`src/rtl/dds_ftw_writer.sv`:
```
// Writes a 48-bit frequency tuning word into six consecutive AD9854-class DDS
// byte registers over the parallel bus, then optionally pulses UEN.
module dds_ftw_writer #(
   parameter logic [5:0]  BASE_ADDR      = 6'h04,
   parameter int unsigned WR_LOW_CYCLES  = 2,
   parameter int unsigned WR_HIGH_CYCLES = 2,
   parameter int unsigned UEN_CYCLES     = 1
) (
   input  logic        CLK,
   input  logic        RST,
   input  logic        START,
   input  logic [47:0] FTW,
   input  logic        UPD,
   output logic [5:0]  DDS_ADDR,
   output logic [7:0]  DDS_DATA,
   output logic        DDS_WRB,
   output logic        UEN,
   output logic        BUSY,
   output logic        DONE,
   output logic [2:0]  DBG_STATE
);

   // Handshake: START is accepted only while idle or finishing (BUSY=0); FTW and
   // UPD are captured on that cycle, BUSY rises on the next cycle, and DONE
   // pulses for exactly one cycle at completion. UEN is a plain timed pulse that
   // the update-cycle block consumes; nothing acknowledges it.
   typedef enum logic [2:0] {
      S_IDLE   = 3'd0,
      S_SETUP  = 3'd1,
      S_WRLOW  = 3'd2,
      S_WRHIGH = 3'd3,
      S_UPDATE = 3'd4,
      S_FINISH = 3'd5
   } state_t;

   localparam logic [15:0] LOW_LAST  = 16'(WR_LOW_CYCLES - 1);
   localparam logic [15:0] HIGH_LAST = 16'(WR_HIGH_CYCLES - 1);
   localparam logic [15:0] UEN_LAST  = 16'(UEN_CYCLES - 1);

   state_t      state_q, state_d;
   logic [47:0] ftw_q, ftw_d;
   logic        upd_q, upd_d;
   logic [2:0]  k_q, k_d;
   logic [15:0] cnt_q, cnt_d;

   assign DBG_STATE = state_q;

   function automatic logic [7:0] ftw_byte(input logic [47:0] w, input logic [2:0] k);
      case (k)
         3'd0:    return w[47:40];
         3'd1:    return w[39:32];
         3'd2:    return w[31:24];
         3'd3:    return w[23:16];
         3'd4:    return w[15:8];
         default: return w[7:0];
      endcase
   endfunction

   always_comb begin
      state_d = state_q;
      ftw_d   = ftw_q;
      upd_d   = upd_q;
      k_d     = k_q;
      cnt_d   = cnt_q;
      case (state_q)
         S_IDLE, S_FINISH: begin
            state_d = S_IDLE;
            if (START) begin
               ftw_d   = FTW;
               upd_d   = UPD;
               k_d     = 3'd0;
               state_d = S_SETUP;
            end
         end
         S_SETUP: begin
            cnt_d   = 16'd0;
            state_d = S_WRLOW;
         end
         S_WRLOW: begin
            if (cnt_q == LOW_LAST) begin
               cnt_d   = 16'd0;
               state_d = S_WRHIGH;
            end else begin
               cnt_d = cnt_q + 16'd1;
            end
         end
         S_WRHIGH: begin
            if (cnt_q == HIGH_LAST) begin
               cnt_d = 16'd0;
               if (k_q == 3'd5) begin
                  state_d = upd_q ? S_UPDATE : S_FINISH;
               end else begin
                  k_d     = k_q + 3'd1;
                  state_d = S_SETUP;
               end
            end else begin
               cnt_d = cnt_q + 16'd1;
            end
         end
         S_UPDATE: begin
            if (cnt_q == UEN_LAST) begin
               cnt_d   = 16'd0;
               state_d = S_FINISH;
            end else begin
               cnt_d = cnt_q + 16'd1;
            end
         end
         default: state_d = S_IDLE;
      endcase
   end

   // Outputs are decoded from the next state so they are registered yet line up
   // with the state they belong to.
   always_ff @(posedge CLK) begin
      if (RST) begin
         state_q  <= S_IDLE;
         ftw_q    <= '0;
         upd_q    <= 1'b0;
         k_q      <= 3'd0;
         cnt_q    <= 16'd0;
         DDS_ADDR <= 6'd0;
         DDS_DATA <= 8'd0;
         DDS_WRB  <= 1'b1;
         UEN      <= 1'b0;
         BUSY     <= 1'b0;
         DONE     <= 1'b0;
      end else begin
         state_q <= state_d;
         ftw_q   <= ftw_d;
         upd_q   <= upd_d;
         k_q     <= k_d;
         cnt_q   <= cnt_d;
         DDS_WRB <= (state_d != S_WRLOW);
         UEN     <= (state_d == S_UPDATE);
         BUSY    <= (state_d inside {S_SETUP, S_WRLOW, S_WRHIGH, S_UPDATE});
         DONE    <= (state_d == S_FINISH);
         if (state_d == S_SETUP) begin
            DDS_ADDR <= BASE_ADDR + {3'b000, k_d};
            DDS_DATA <= ftw_byte(ftw_d, k_d);
         end
      end
   end

endmodule

```
`config.mk`:
```
export PLATFORM = sky130hd
export DESIGN_NAME = dds_ftw_writer
export DESIGN_NICKNAME = d
export VERILOG_FILES = /design/src/rtl/dds_ftw_writer.sv
export SDC_FILE = /design/constraint.sdc
export NUM_CORES = 1
export LEC_CHECK = 0
export CORE_MARGIN = 3
export CORE_UTILIZATION = 48
export DETAILED_ROUTE_END_ITERATION = 7
export GPL_TIMING_DRIVEN = 0
export HOLD_SLACK_MARGIN = 0.12
export PLACE_DENSITY = 0.74
export SYNTH_ARGS = -nofsm -noshare
export SYNTH_HDL_FRONTEND = slang
export SYNTH_SLANG_ARGS = --single-unit
```
`constraint.sdc`:
```
create_clock -name CLK -period 9.1 [get_ports CLK]
set_clock_uncertainty 0.1 [all_clocks]
set_input_delay 1.365 -clock CLK [delete_from_list [all_inputs] [get_ports CLK]]
set_output_delay 1.365 -clock CLK [all_outputs]
set_load 0.005 [all_outputs]
```
==> out/summary.md <==
### Run status
• **outcome** complete, no violations

### Pwr
• **Clock power frac** 30.5%
• **power density cells** 162 nW/um2
• **worst supply voltage drop on vdd** 0.0872 mV
• **combinational share of power** 19.1%
• **Final Power** 0.821 mW
• **fraction of power consumed by sequential logic** 50.5%
• **internal power component** 0.579 mW
• **switching power share of the total** 29.4%
• **Lkg Pwr** 1.85 nW
• **Psw** 0.242 mW

### Floorplan
• **count of standard-cell rows** 32
• **area of the placeable core** 7970 um2
• **width of the chip** 97.8 um
• **die area** 9570 um2
• **effective utilization at floorplan** 50.8%
• **top-level port count** 73
• **Die H** 97.8 um

### Global routing
• **via count of the first global-routing pass** 3,642
• **pin count of the biggest net entering global routing** 16
• **initial antenna violation count** 0
• **wire length of the first global-routing pass** 17.9 mm
• **total routing usage reported by global routing** 22.7%
• **global-route congestion overflow total** 0

### Cells and area
• **Area Overhead vs Synth** 25.1%
• **fraction of layout instances using a drive strength above 1** 6.41%
• **leading cell type in the layout, fill and taps excluded** sky130_fd_sc_hd__nand2_1
• **number of fill cells** 715
• **NumNets Final** 645
• **most used cells in the layout excluding fill and tap cells** sky130_fd_sc_hd__nand2_1 (130), sky130_fd_sc_hd__dfxtp_1 (87), sky130_fd_sc_hd__clkdlybuf4s50_1 (70)
• **Antenna Diode Count** 0

### Place
• **routability cong.** 0.837
• **port bufs** 70
• **DPL Wire Length** 8.10 mm
• **Worst Setup Slack post-DPL** 4.83 ns

### Synth
• **post-synthesis sequential area ratio** 43.0%
• **count of flip-flops with a built-in enable after synthesis** 0
• **post-synthesis instance area** 4050 um2
• **largest cells by area after synthesis** sky130_fd_sc_hd__dfxtp_1 (43%), sky130_fd_sc_hd__nand2_1 (12%), sky130_fd_sc_hd__a21oi_1 (6.1%)
• **Synth warnings** 0
• **share of Yosys cell area claimed by the top area cell type** 43.0%
• **most frequently used flop master after synthesis** sky130_fd_sc_hd__dfxtp_1
• **Synth cell types** 55
• **area leader, netlist** sky130_fd_sc_hd__dfxtp_1
• **post-synthesis instance total** 506
• **synthesized area per cell** 8.00 um2
• **Yosys reg bits** 87
• **async set-reset flop share out of synthesis** 0%

### Setup path
• **cell occurring most often along the worst timing path** sky130_fd_sc_hd__clkbuf_1
• **type of the setup path with the least slack** primary input to flip-flop
• **CP max FO** 10
• **ordered list of cells on the worst path** clkdlybuf4s50_1 -> and3b_1 -> clkbuf_1 -> clkbuf_1 -> buf_1 -> clkbuf_1 -> nand2_1 -> a31oi_1
• **CP max stage delay** 0.51 ns
• **startpoint class of the critical path** primary input
• **crit end category** flip-flop
• **crit path buf inv count** 5
• **required time worst endpoint** 9.30 ns
• **library cell contributing the largest single delay on the critical path** sky130_fd_sc_hd__clkbuf_1
• **critical path data arrival time** 4.09 ns
• **gate family responsible for the most delay along the worst path** buffers and inverters

### Clock tree
• **Clock H-tree levels** 3
• **clock insertion delay at the later pin of the skew report** 0.36 ns
• **Clock transition at path regs** 0.09 ns
• **total clock sinks** 87
• **CTS tree** done
• **count of instances resized after the clock tree is built** 0
• **Clock Path Buffers** 2
• **CTS hold repair buffers** 0
• **setup fix buffers added after clock tree synthesis** 0
• **master cell of the clock root buffer** sky130_fd_sc_hd__clkbuf_8
• **number of buffers created by CTS** 9

### Routing
• **total number of vias** 3,840
• **iteration count of the initial detailed-routing pass** 5
• **DRC Markers** 0
• **Antenna Nets Post-Route** 0
• **DR iter-0 viols** 188
• **WL/cell** 15.5 um
• **Via-to-Cell Ratio** 5.53
• **overall routed net length** 10.8 mm

### Timing
• **slew of the pin with the lowest slew margin** 0.625 ns
• **Setup Total Neg Slack** 0 ns
• **Slew HR** 57.8%
• **worst hold margin** 0.355 ns
• **number of failing hold endpoints at the final stage** 0
• **Final Max Tran Viols** 0
• **endpoints failing setup** 0
• **RSZ-0062 raised after global routing** no
• **final critical path time including I/O delays and setup** 3.90 ns
• **post-route clock period utilization** 42.8%
• **setup slack of the critical path after layout** 5.20 ns
• **f_max** 257 MHz

### Job
• **number of maximum-capacitance violations** 0

### Worst hold path
• **min-delay worst type** flip-flop to flip-flop

## per-stage QoR
step,cell area (um2),std cells,util [%]
3_3_place_gp,4880,679,61.3
4_1_cts,5060,695,63.6
3_5_place_dp,4880,679,61.3
5_1_grt,5060,695,63.6
6_report,5060,695,63.6
2_1_floorplan,4050,507,-
## registers in the layout, indices dropped and copies added (netlist names), 3 cells and up
register,count
DBG_STATE,3
k_q,3
DDS_DATA,8
ftw_q,48
cnt_q,16
DDS_ADDR,4
## synth_stat cells, types with 6 or more instances
cell type                    n
sky130_fd_sc_hd__a21oi_1    49
sky130_fd_sc_hd__nand3b_1    9
sky130_fd_sc_hd__nand2_1   130
sky130_fd_sc_hd__o2111a_1    7
sky130_fd_sc_hd__o21ai_0    11
sky130_fd_sc_hd__xor2_1      8
sky130_fd_sc_hd__o311ai_0    6
sky130_fd_sc_hd__nand4_1     6
sky130_fd_sc_hd__a311oi_1    6
sky130_fd_sc_hd__mux2i_1    14
sky130_fd_sc_hd__inv_1       6
sky130_fd_sc_hd__clkbuf_1   27
sky130_fd_sc_hd__o221ai_1    7
sky130_fd_sc_hd__dfxtp_1    87
sky130_fd_sc_hd__a31oi_1    11
sky130_fd_sc_hd__nand3_1    11
sky130_fd_sc_hd__nor2_1     42
## area by class of cell
cell class	count	area, um2	area share [%]
clock buffers	10	138	2.72
plain buffers	38	178	3.51
repair buffers	70	701	13.8
clock inverters	6	45.0	0.890
well taps	102	128	2.52
flip-flops and latches	87	1740	34.4
multi-input cells	376	2110	41.7
inverters	6	22.5	0.445
## worst register-to-register path, cell delays in order, from the launching register on
cell and delay, ns:
sky130_fd_sc_hd__dfxtp_1 0.37, sky130_fd_sc_hd__or4_1 0.56, sky130_fd_sc_hd__or4_1 0.53, sky130_fd_sc_hd__buf_4 0.18, sky130_fd_sc_hd__nor3_1 0.24, sky130_fd_sc_hd__and3b_1 0.28, sky130_fd_sc_hd__nor3_1 0.11, sky130_fd_sc_hd__buf_2 0.22
sky130_fd_sc_hd__nor2_1 0.38, sky130_fd_sc_hd__o311ai_0 0.34, sky130_fd_sc_hd__a31oi_1 0.22
## power by group through the flow
stage | Combinational [mW] | Sequential [mW] | Clock [mW]
floorplan | 0.0941 | 0.421 | 0
global placement | 0.152 | 0.423 | 0
detailed placement | 0.155 | 0.423 | 0
CTS | 0.156 | 0.414 | 0.254
global route | 0.175 | 0.417 | 0.272
finish | 0.157 | 0.414 | 0.250
## cells by family after synthesis
kind of cell,Yosys count,synth area share (%)
simple gates,232,25.9
compound gates,109,17.7
xor+xnor,13,2.81
mux,15,4.02
fa+ha+maj,5,1.55
buf+inv,44,4.94
other cells,1,0.0926
flops,87,43.0
## per-layer routing
layer / global-route usage (%) / wire length [um] / up-vias
met1: 30.5 / 4950 / 1786
met4: 7.03 / 158 / 0
met3: 4.43 / 594 / 14
li1: - / - / 1926
met5: 0 / 0 / -
met2: 37.1 / 5060 / 114
## path summary, 6_finish.rpt
path         startpoint           to  slack [ns]  cells after the start
max               START  DDS_DATA[4]        5.20                      8
min           ftw_q[21]    ftw_q[21]        0.35                      2
max reg2reg   cnt_q[12]  DDS_DATA[4]        5.51                     10
min reg2reg   ftw_q[21]    ftw_q[21]        0.35                      2
Note: power is estimated with default switching activity, not from simulation.
